`config.mk`:
```
export PLATFORM = sky130hd
export DESIGN_NAME = cpu_axi_arbiter
export DESIGN_NICKNAME = d
export VERILOG_FILES = /design/src/rtl/cpu_axi_arbiter.sv
export SDC_FILE = /design/constraint.sdc
export NUM_CORES = 1
export LEC_CHECK = 0
export BUFFER_PORTS_ARGS = -buffer_cell sky130_fd_sc_hd__buf_2
export CAP_MARGIN = 20
export CORE_AREA = 2 2 128 130
export DETAILED_ROUTE_END_ITERATION = 6
export DIE_AREA = 0 0 130 132
export HOLD_SLACK_MARGIN = 0.06
export SLEW_MARGIN = 10
export SYNTH_ARGS = -nofsm -noshare
export SYNTH_HDL_FRONTEND = slang
export SYNTH_SLANG_ARGS = --single-unit
```
`constraint.sdc`:
```
create_clock -name clk -period 6.45 [get_ports clk]
set_clock_uncertainty 0.2 [all_clocks]
set_input_delay 1.29 -clock clk [delete_from_list [all_inputs] [get_ports clk]]
set_output_delay 1.29 -clock clk [all_outputs]
set_load 0.005 [all_outputs]
```
`src/rtl/cpu_axi_arbiter.sv`:
```
// ---------------------------------------------------------------------------
// cpu_axi_arbiter
//   Shares a single AXI master port between the instruction-fetch and the
//   data-memory SRAM-like requesters of the pipelined MIPS core. Only one
//   transaction is ever outstanding; the addr_ok/data_ok handshakes become the
//   fetch-stall and memory-stall inputs of the hazard unit.
//
// Configuration macro:
//   ARB_ROUND_ROBIN_EN - when defined, simultaneous requests are granted
//                        alternately (last_owner register, reset = inst).
//                        When undefined, data always wins over inst.
//
// Ports:
//   clk, rst                  core clock, synchronous active-high reset
//   inst_*                    fetch requester (read only, word size)
//   data_*                    memory-stage requester (load/store, byte/half/word)
//   ar*/r*                    AXI read address / read data channels
//   aw*/w*/b*                 AXI write address / write data / write response
//   Burst fields (len=0, burst=INCR) are tied off by the wrapper.
// ---------------------------------------------------------------------------
module cpu_axi_arbiter #(
  parameter int ADDR_W = 32,
  parameter int DATA_W = 32
) (
  input  logic              clk,
  input  logic              rst,
  // fetch side
  input  logic              inst_req,
  input  logic [ADDR_W-1:0] inst_addr,
  output logic              inst_addr_ok,
  output logic              inst_data_ok,
  output logic [DATA_W-1:0] inst_rdata,
  // memory side
  input  logic              data_req,
  input  logic              data_wr,
  input  logic [1:0]        data_size,
  input  logic [ADDR_W-1:0] data_addr,
  input  logic [DATA_W-1:0] data_wdata,
  output logic              data_addr_ok,
  output logic              data_data_ok,
  output logic [DATA_W-1:0] data_rdata,
  // AXI read address
  output logic [3:0]        arid,
  output logic [ADDR_W-1:0] araddr,
  output logic [2:0]        arsize,
  output logic              arvalid,
  input  logic              arready,
  // AXI read data
  input  logic [3:0]        rid,
  input  logic [DATA_W-1:0] rdata,
  input  logic              rlast,
  input  logic              rvalid,
  output logic              rready,
  // AXI write address
  output logic [ADDR_W-1:0] awaddr,
  output logic [2:0]        awsize,
  output logic              awvalid,
  input  logic              awready,
  // AXI write data
  output logic [DATA_W-1:0] wdata,
  output logic [3:0]        wstrb,
  output logic              wlast,
  output logic              wvalid,
  input  logic              wready,
  // AXI write response
  input  logic              bvalid,
  output logic              bready
);

  typedef enum logic [2:0] {
    IDLE    = 3'd0,
    RD_ADDR = 3'd1,
    RD_DATA = 3'd2,
    WR_ADDR = 3'd3,
    WR_RESP = 3'd4
  } state_e;

  localparam logic OWN_INST = 1'b0;
  localparam logic OWN_DATA = 1'b1;

  state_e            state_q, state_d;
  logic              owner_q, owner_d;
  logic [ADDR_W-1:0] addr_q, addr_d;
  logic [1:0]        size_q, size_d;
  logic [DATA_W-1:0] wdata_q, wdata_d;
  logic              aw_done_q, aw_done_d;
  logic              w_done_q, w_done_d;
  logic              gnt_data, gnt_inst;

  // rid is not needed: a single read is outstanding, so the owner register
  // already identifies the returning beat.
  logic unused_rid;
  assign unused_rid = ^rid;

`ifdef ARB_ROUND_ROBIN_EN
  logic last_owner_q, last_owner_d;
`endif

  // -------------------------------------------------------------------------
  // Grant selection (only meaningful in IDLE)
  // -------------------------------------------------------------------------
  always_comb begin
    gnt_data = 1'b0;
    gnt_inst = 1'b0;
    if (state_q == IDLE) begin
`ifdef ARB_ROUND_ROBIN_EN
      if (data_req && inst_req) begin
        // whoever was not served last wins a tie
        gnt_data = (last_owner_q == OWN_INST);
        gnt_inst = ~gnt_data;
      end else begin
        gnt_data = data_req;
        gnt_inst = inst_req;
      end
`else
      gnt_data = data_req;
      gnt_inst = inst_req & ~data_req;
`endif
    end
  end

`ifdef ARB_ROUND_ROBIN_EN
  always_comb begin
    last_owner_d = last_owner_q;
    if (gnt_data)      last_owner_d = OWN_DATA;
    else if (gnt_inst) last_owner_d = OWN_INST;
  end

  always_ff @(posedge clk) begin
    if (rst) last_owner_q <= OWN_INST;
    else     last_owner_q <= last_owner_d;
  end
`endif

  // -------------------------------------------------------------------------
  // FSM next state and handshake outputs
  // -------------------------------------------------------------------------
  always_comb begin
    state_d      = state_q;
    owner_d      = owner_q;
    addr_d       = addr_q;
    size_d       = size_q;
    wdata_d      = wdata_q;
    aw_done_d    = aw_done_q;
    w_done_d     = w_done_q;
    inst_addr_ok = 1'b0;
    data_addr_ok = 1'b0;
    inst_data_ok = 1'b0;
    data_data_ok = 1'b0;
    arvalid      = 1'b0;
    rready       = 1'b0;
    awvalid      = 1'b0;
    wvalid       = 1'b0;
    bready       = 1'b0;

    case (state_q)
      IDLE: begin
        aw_done_d = 1'b0;
        w_done_d  = 1'b0;
        if (gnt_data || gnt_inst) begin
          inst_addr_ok = gnt_inst;
          data_addr_ok = gnt_data;
          owner_d      = gnt_data ? OWN_DATA : OWN_INST;
          addr_d       = gnt_data ? data_addr : inst_addr;
          size_d       = gnt_data ? data_size : 2'd2;
          wdata_d      = data_wdata;
          // direction is captured by the state we branch to
          state_d      = (gnt_data && data_wr) ? WR_ADDR : RD_ADDR;
        end
      end

      RD_ADDR: begin
        arvalid = 1'b1;
        if (arready) state_d = RD_DATA;
      end

      RD_DATA: begin
        rready = 1'b1;
        if (rvalid && rlast) begin
          inst_data_ok = (owner_q == OWN_INST);
          data_data_ok = (owner_q == OWN_DATA);
          state_d      = IDLE;
        end
      end

      WR_ADDR: begin
        // the two channels complete independently; each valid drops once
        // its own handshake has been seen
        awvalid   = ~aw_done_q;
        wvalid    = ~w_done_q;
        aw_done_d = aw_done_q | (awvalid & awready);
        w_done_d  = w_done_q  | (wvalid & wready);
        if (aw_done_d && w_done_d) state_d = WR_RESP;
      end

      WR_RESP: begin
        bready = 1'b1;
        if (bvalid) begin
          data_data_ok = 1'b1;
          state_d      = IDLE;
        end
      end

      default: state_d = IDLE;
    endcase
  end

  always_ff @(posedge clk) begin
    if (rst) begin
      state_q   <= IDLE;
      owner_q   <= OWN_INST;
      addr_q    <= '0;
      size_q    <= '0;
      wdata_q   <= '0;
      aw_done_q <= 1'b0;
      w_done_q  <= 1'b0;
    end else begin
      state_q   <= state_d;
      owner_q   <= owner_d;
      addr_q    <= addr_d;
      size_q    <= size_d;
      wdata_q   <= wdata_d;
      aw_done_q <= aw_done_d;
      w_done_q  <= w_done_d;
    end
  end

  // -------------------------------------------------------------------------
  // AXI field drive from the latched request
  // -------------------------------------------------------------------------
  always_comb begin
    case (size_q)
      2'd0:    wstrb = 4'b0001 << addr_q[1:0];
      2'd1:    wstrb = addr_q[1] ? 4'b1100 : 4'b0011;
      2'd2:    wstrb = 4'b1111;
      default: wstrb = 4'b0000;
    endcase
  end

  assign arid       = {3'b000, owner_q};
  assign araddr     = addr_q;
  assign arsize     = {1'b0, size_q};
  assign awaddr     = addr_q;
  assign awsize     = {1'b0, size_q};
  assign wdata      = wdata_q;
  assign wlast      = wvalid;
  // read data is only meaningful while the matching data_ok is high
  assign inst_rdata = rdata;
  assign data_rdata = rdata;

endmodule

```
==> metrics.txt <==
status completed; average footprint of a synthesized cell 8.29 um^2; number of fill cells between 1,500 and 2,000; number of H-tree levels 3; number of hold violations in the final report 0; Post CTS Setup Buffer Count 0; Std-Cell Rows 46; number of synthesized register bits 72; via/cell ratio ~4.4; Max Transition Viols Final 0; Power Total ~1500 uW; placeable core region ~0.016 mm^2; pwr dens 326 mW/mm^2; CP Launch Type input port; number of distinct library cells after synthesis 31; leading post-synthesis cells by instance count sky130_fd_sc_hd__buf_4 (105), sky130_fd_sc_hd__a21oi_1 (74), sky130_fd_sc_hd__dfxtp_1 (72); data arrival time of the worst path about 2.3 ns; area share of the leading cell type in the synthesized netlist a little under two fifths; Worst Max-Slew Pin Slew 0.834 ns; # Max-Cap Violations 0; DP Wirelength around 8.4 mm; residual antenna-violating net count after detailed routing 0; crit path max fanout 33; EDFF count, synth 0; final WL ~12 mm; unrepaired setup endpoints after global routing false; via count of the first global-routing pass roughly 3,300; setup_tns 0 ns; hold wc startpoint wdata[27]; data required time of the worst path roughly 5.0 ns; Clock Tree Buf Depth 2; area of combinational cells with multiple inputs between 0.001 and 0.0015 mm^2; fin crit share approximately three fifths; proportion of layout cells with a drive suffix above 1 44.2%; post-CTS resize count 0; Worst Hold End wdata[27]; floorplan die width 130 um; count of buffer and inverter cells on the critical path 5; Yosys warnings 0; number of cells on the worst reg-to-reg path 7; weighted congestion at the end of routability-driven global placement about 0.70; longest individual stage delay on the worst path 0.35 ns; clock-pin slew on the worst setup and hold paths 0.05 ns; detail-routed net length per standard cell between 15 and 20 um; later-pin clock latency in the skew report roughly 0.33 ns; Residual DRC 0; Layout Nets between 700 and 800; maximum number of pins on one net before global-route repair 73; wire length of the first global-routing pass approximately 17 mm; endpoint of the worst-slack reg-to-reg timing path araddr[20]; Max-slew headroom ~44%; clock tree from TritonCTS built; share of flip-flops with an asynchronous set or reset 0%; prevailing post-synth register cell sky130_fd_sc_hd__dfxtp_1; Die Footprint between 0.015 and 0.02 mm^2; setup slack, reg-to-reg between 4 and 5 ns; Antenna Diode Count 0; instance count along the most critical hold path 2; Die Y 132 um; endpoints failing setup 0; IO Pins between 300 and 400; timing-limited maximum frequency about 270 MHz; leading post-synthesis cells by cell area sky130_fd_sc_hd__dfxtp_1 (37%), sky130_fd_sc_hd__buf_4 (20%), sky130_fd_sc_hd__a21oi_1 (9.6%); top cell type by total area after synthesis sky130_fd_sc_hd__dfxtp_1; Critical R2R Launch state_q[2]; initial DRC count 126; final critical-path required period ~3.8 ns; number of vias after detailed routing around 3,500; total congestion overflow 0; number of clock sinks seen by CTS 72; starting density of the core roughly 25%; post-synthesis instance total ~470; worst hold path type flop to flop; footprint of the flip-flops and latches about 0.0014 mm^2; synthesized area ~0.0039 mm^2; most frequent cell after synthesis sky130_fd_sc_hd__buf_4; type of the worst setup path input port to output pin; kind of end point of the critical path output pin; static leakage power about 0.0024 uW; number of hold buffers added after CTS 0; worst supply voltage drop on vdd 0.103 mV; share of synthesized area occupied by flip-flops and latches 37.3%; series of cell instances along the critical path buf_2, inv_1, or3_1, buf_4, inv_1, buf_2; buffers added on ports between 200 and 250; buffer cell driving the clock tree root sky130_fd_sc_hd__clkbuf_16; kind of cell with the highest combined delay on the critical path buffers and inverters; total global routing track utilization 13.1%; number of CTS-inserted buffers 9; number of antenna violations at the first check in global routing 0; number of detailed-route iterations in the first pass 4; Core Util, Final between 30% and 40%; cell type of the slowest stage on the worst timing path sky130_fd_sc_hd__or3_1; growth of design area from synthesis to finish 22.2%
-- routing by layer --
metal / up-vias / share of wire, % / GRT usage [%]
met2: 163 / 48 / 22.7
met5: - / 0 / 0
li1: 1705 / - / -
met1: 1608 / 40 / 14.3
met3: 41 / 8.2 / 4.30
met4: 0 / 3.2 / 6.33
-- kinds of logic after synthesis --
logic type	after synthesis	share of synthesized area [%]
buffers and inverters	179	28.6
AO/OA/AOI/OAI	152	25.4
AND/OR/NAND/NOR	60	8.10
multiplexers	2	0.518
other	1	0.0971
flip-flops	72	37.3
-- sequential cells by signal, indices dropped and copies added (netlist names) --
signal     cells
wdata         32
size_q         2
araddr        32
aw_done_q      1
owner_q        1
w_done_q       1
state_q        3
-- worst max-delay path by stage --
stage                    start      endpoint  slack, ns  cells past startpoint
global placement      data_req  inst_addr_ok       2.69                      5
global route        state_q[2]  data_addr_ok       2.60                      6
detailed placement    inst_req  inst_addr_ok       2.68                      6
floorplan             data_req  inst_addr_ok       2.98                      4
finish                inst_req  inst_addr_ok       2.70                      6
CTS                   inst_req  inst_addr_ok       2.68                      6
-- placed cells by master, fill, tap and decap left out, types with 3 or more instances in the layout --
cell type                   count
sky130_fd_sc_hd__o221a_1       29
sky130_fd_sc_hd__nor2_1         4
sky130_fd_sc_hd__clkbuf_16      9
sky130_fd_sc_hd__nor3b_1        3
sky130_fd_sc_hd__dfxtp_1       72
sky130_fd_sc_hd__a21oi_1       74
sky130_fd_sc_hd__buf_2        223
sky130_fd_sc_hd__o21ai_0       40
sky130_fd_sc_hd__inv_1         37
sky130_fd_sc_hd__conb_1         5
sky130_fd_sc_hd__bufinv_16      3
sky130_fd_sc_hd__nand2_1        7
sky130_fd_sc_hd__buf_4          7
sky130_fd_sc_hd__o221a_2        4
sky130_fd_sc_hd__nand3_1       32
-- worst reg2reg max path: cells and delay by family, from the launching register on --
family	cells	cell delay, ns
compound gates	2	0.34
buf+inv	3	0.81
flops	1	0.41
simple gates	2	0.43
-- final cells by class --
cell class | count | area share [%]
timing repair buffer | 230 | 24.7
inverter | 38 | 3.02
clock inverter | 5 | 2.17
multi-input combinational | 219 | 28.5
tap | 216 | 5.72
sequential | 72 | 30.5
clock buffer | 11 | 5.35
-- per-stage QoR --
stage | std cells | hold WS, ns | setup WS [ns] | instance area [um^2]
after floorplan | 470 | 0.270 | 2.98 | 3880
after global placement | 775 | 0.260 | 2.69 | 4370
after detailed placement | 775 | 0.265 | 2.68 | 4370
after CTS | 791 | 0.272 | 2.68 | 4720
after global routing | 791 | 0.288 | 2.60 | 4720
final | 791 | 0.272 | 2.70 | 4720
-- power breakdown --
part	leakage (uW)	switching [uW]	total [uW]	internal, uW
sequential	0.000595	53.1	567	513
combinational	0.00162	205	384	178
clock	0.000172	192	590	398
(Power assumes the default switching activity.)
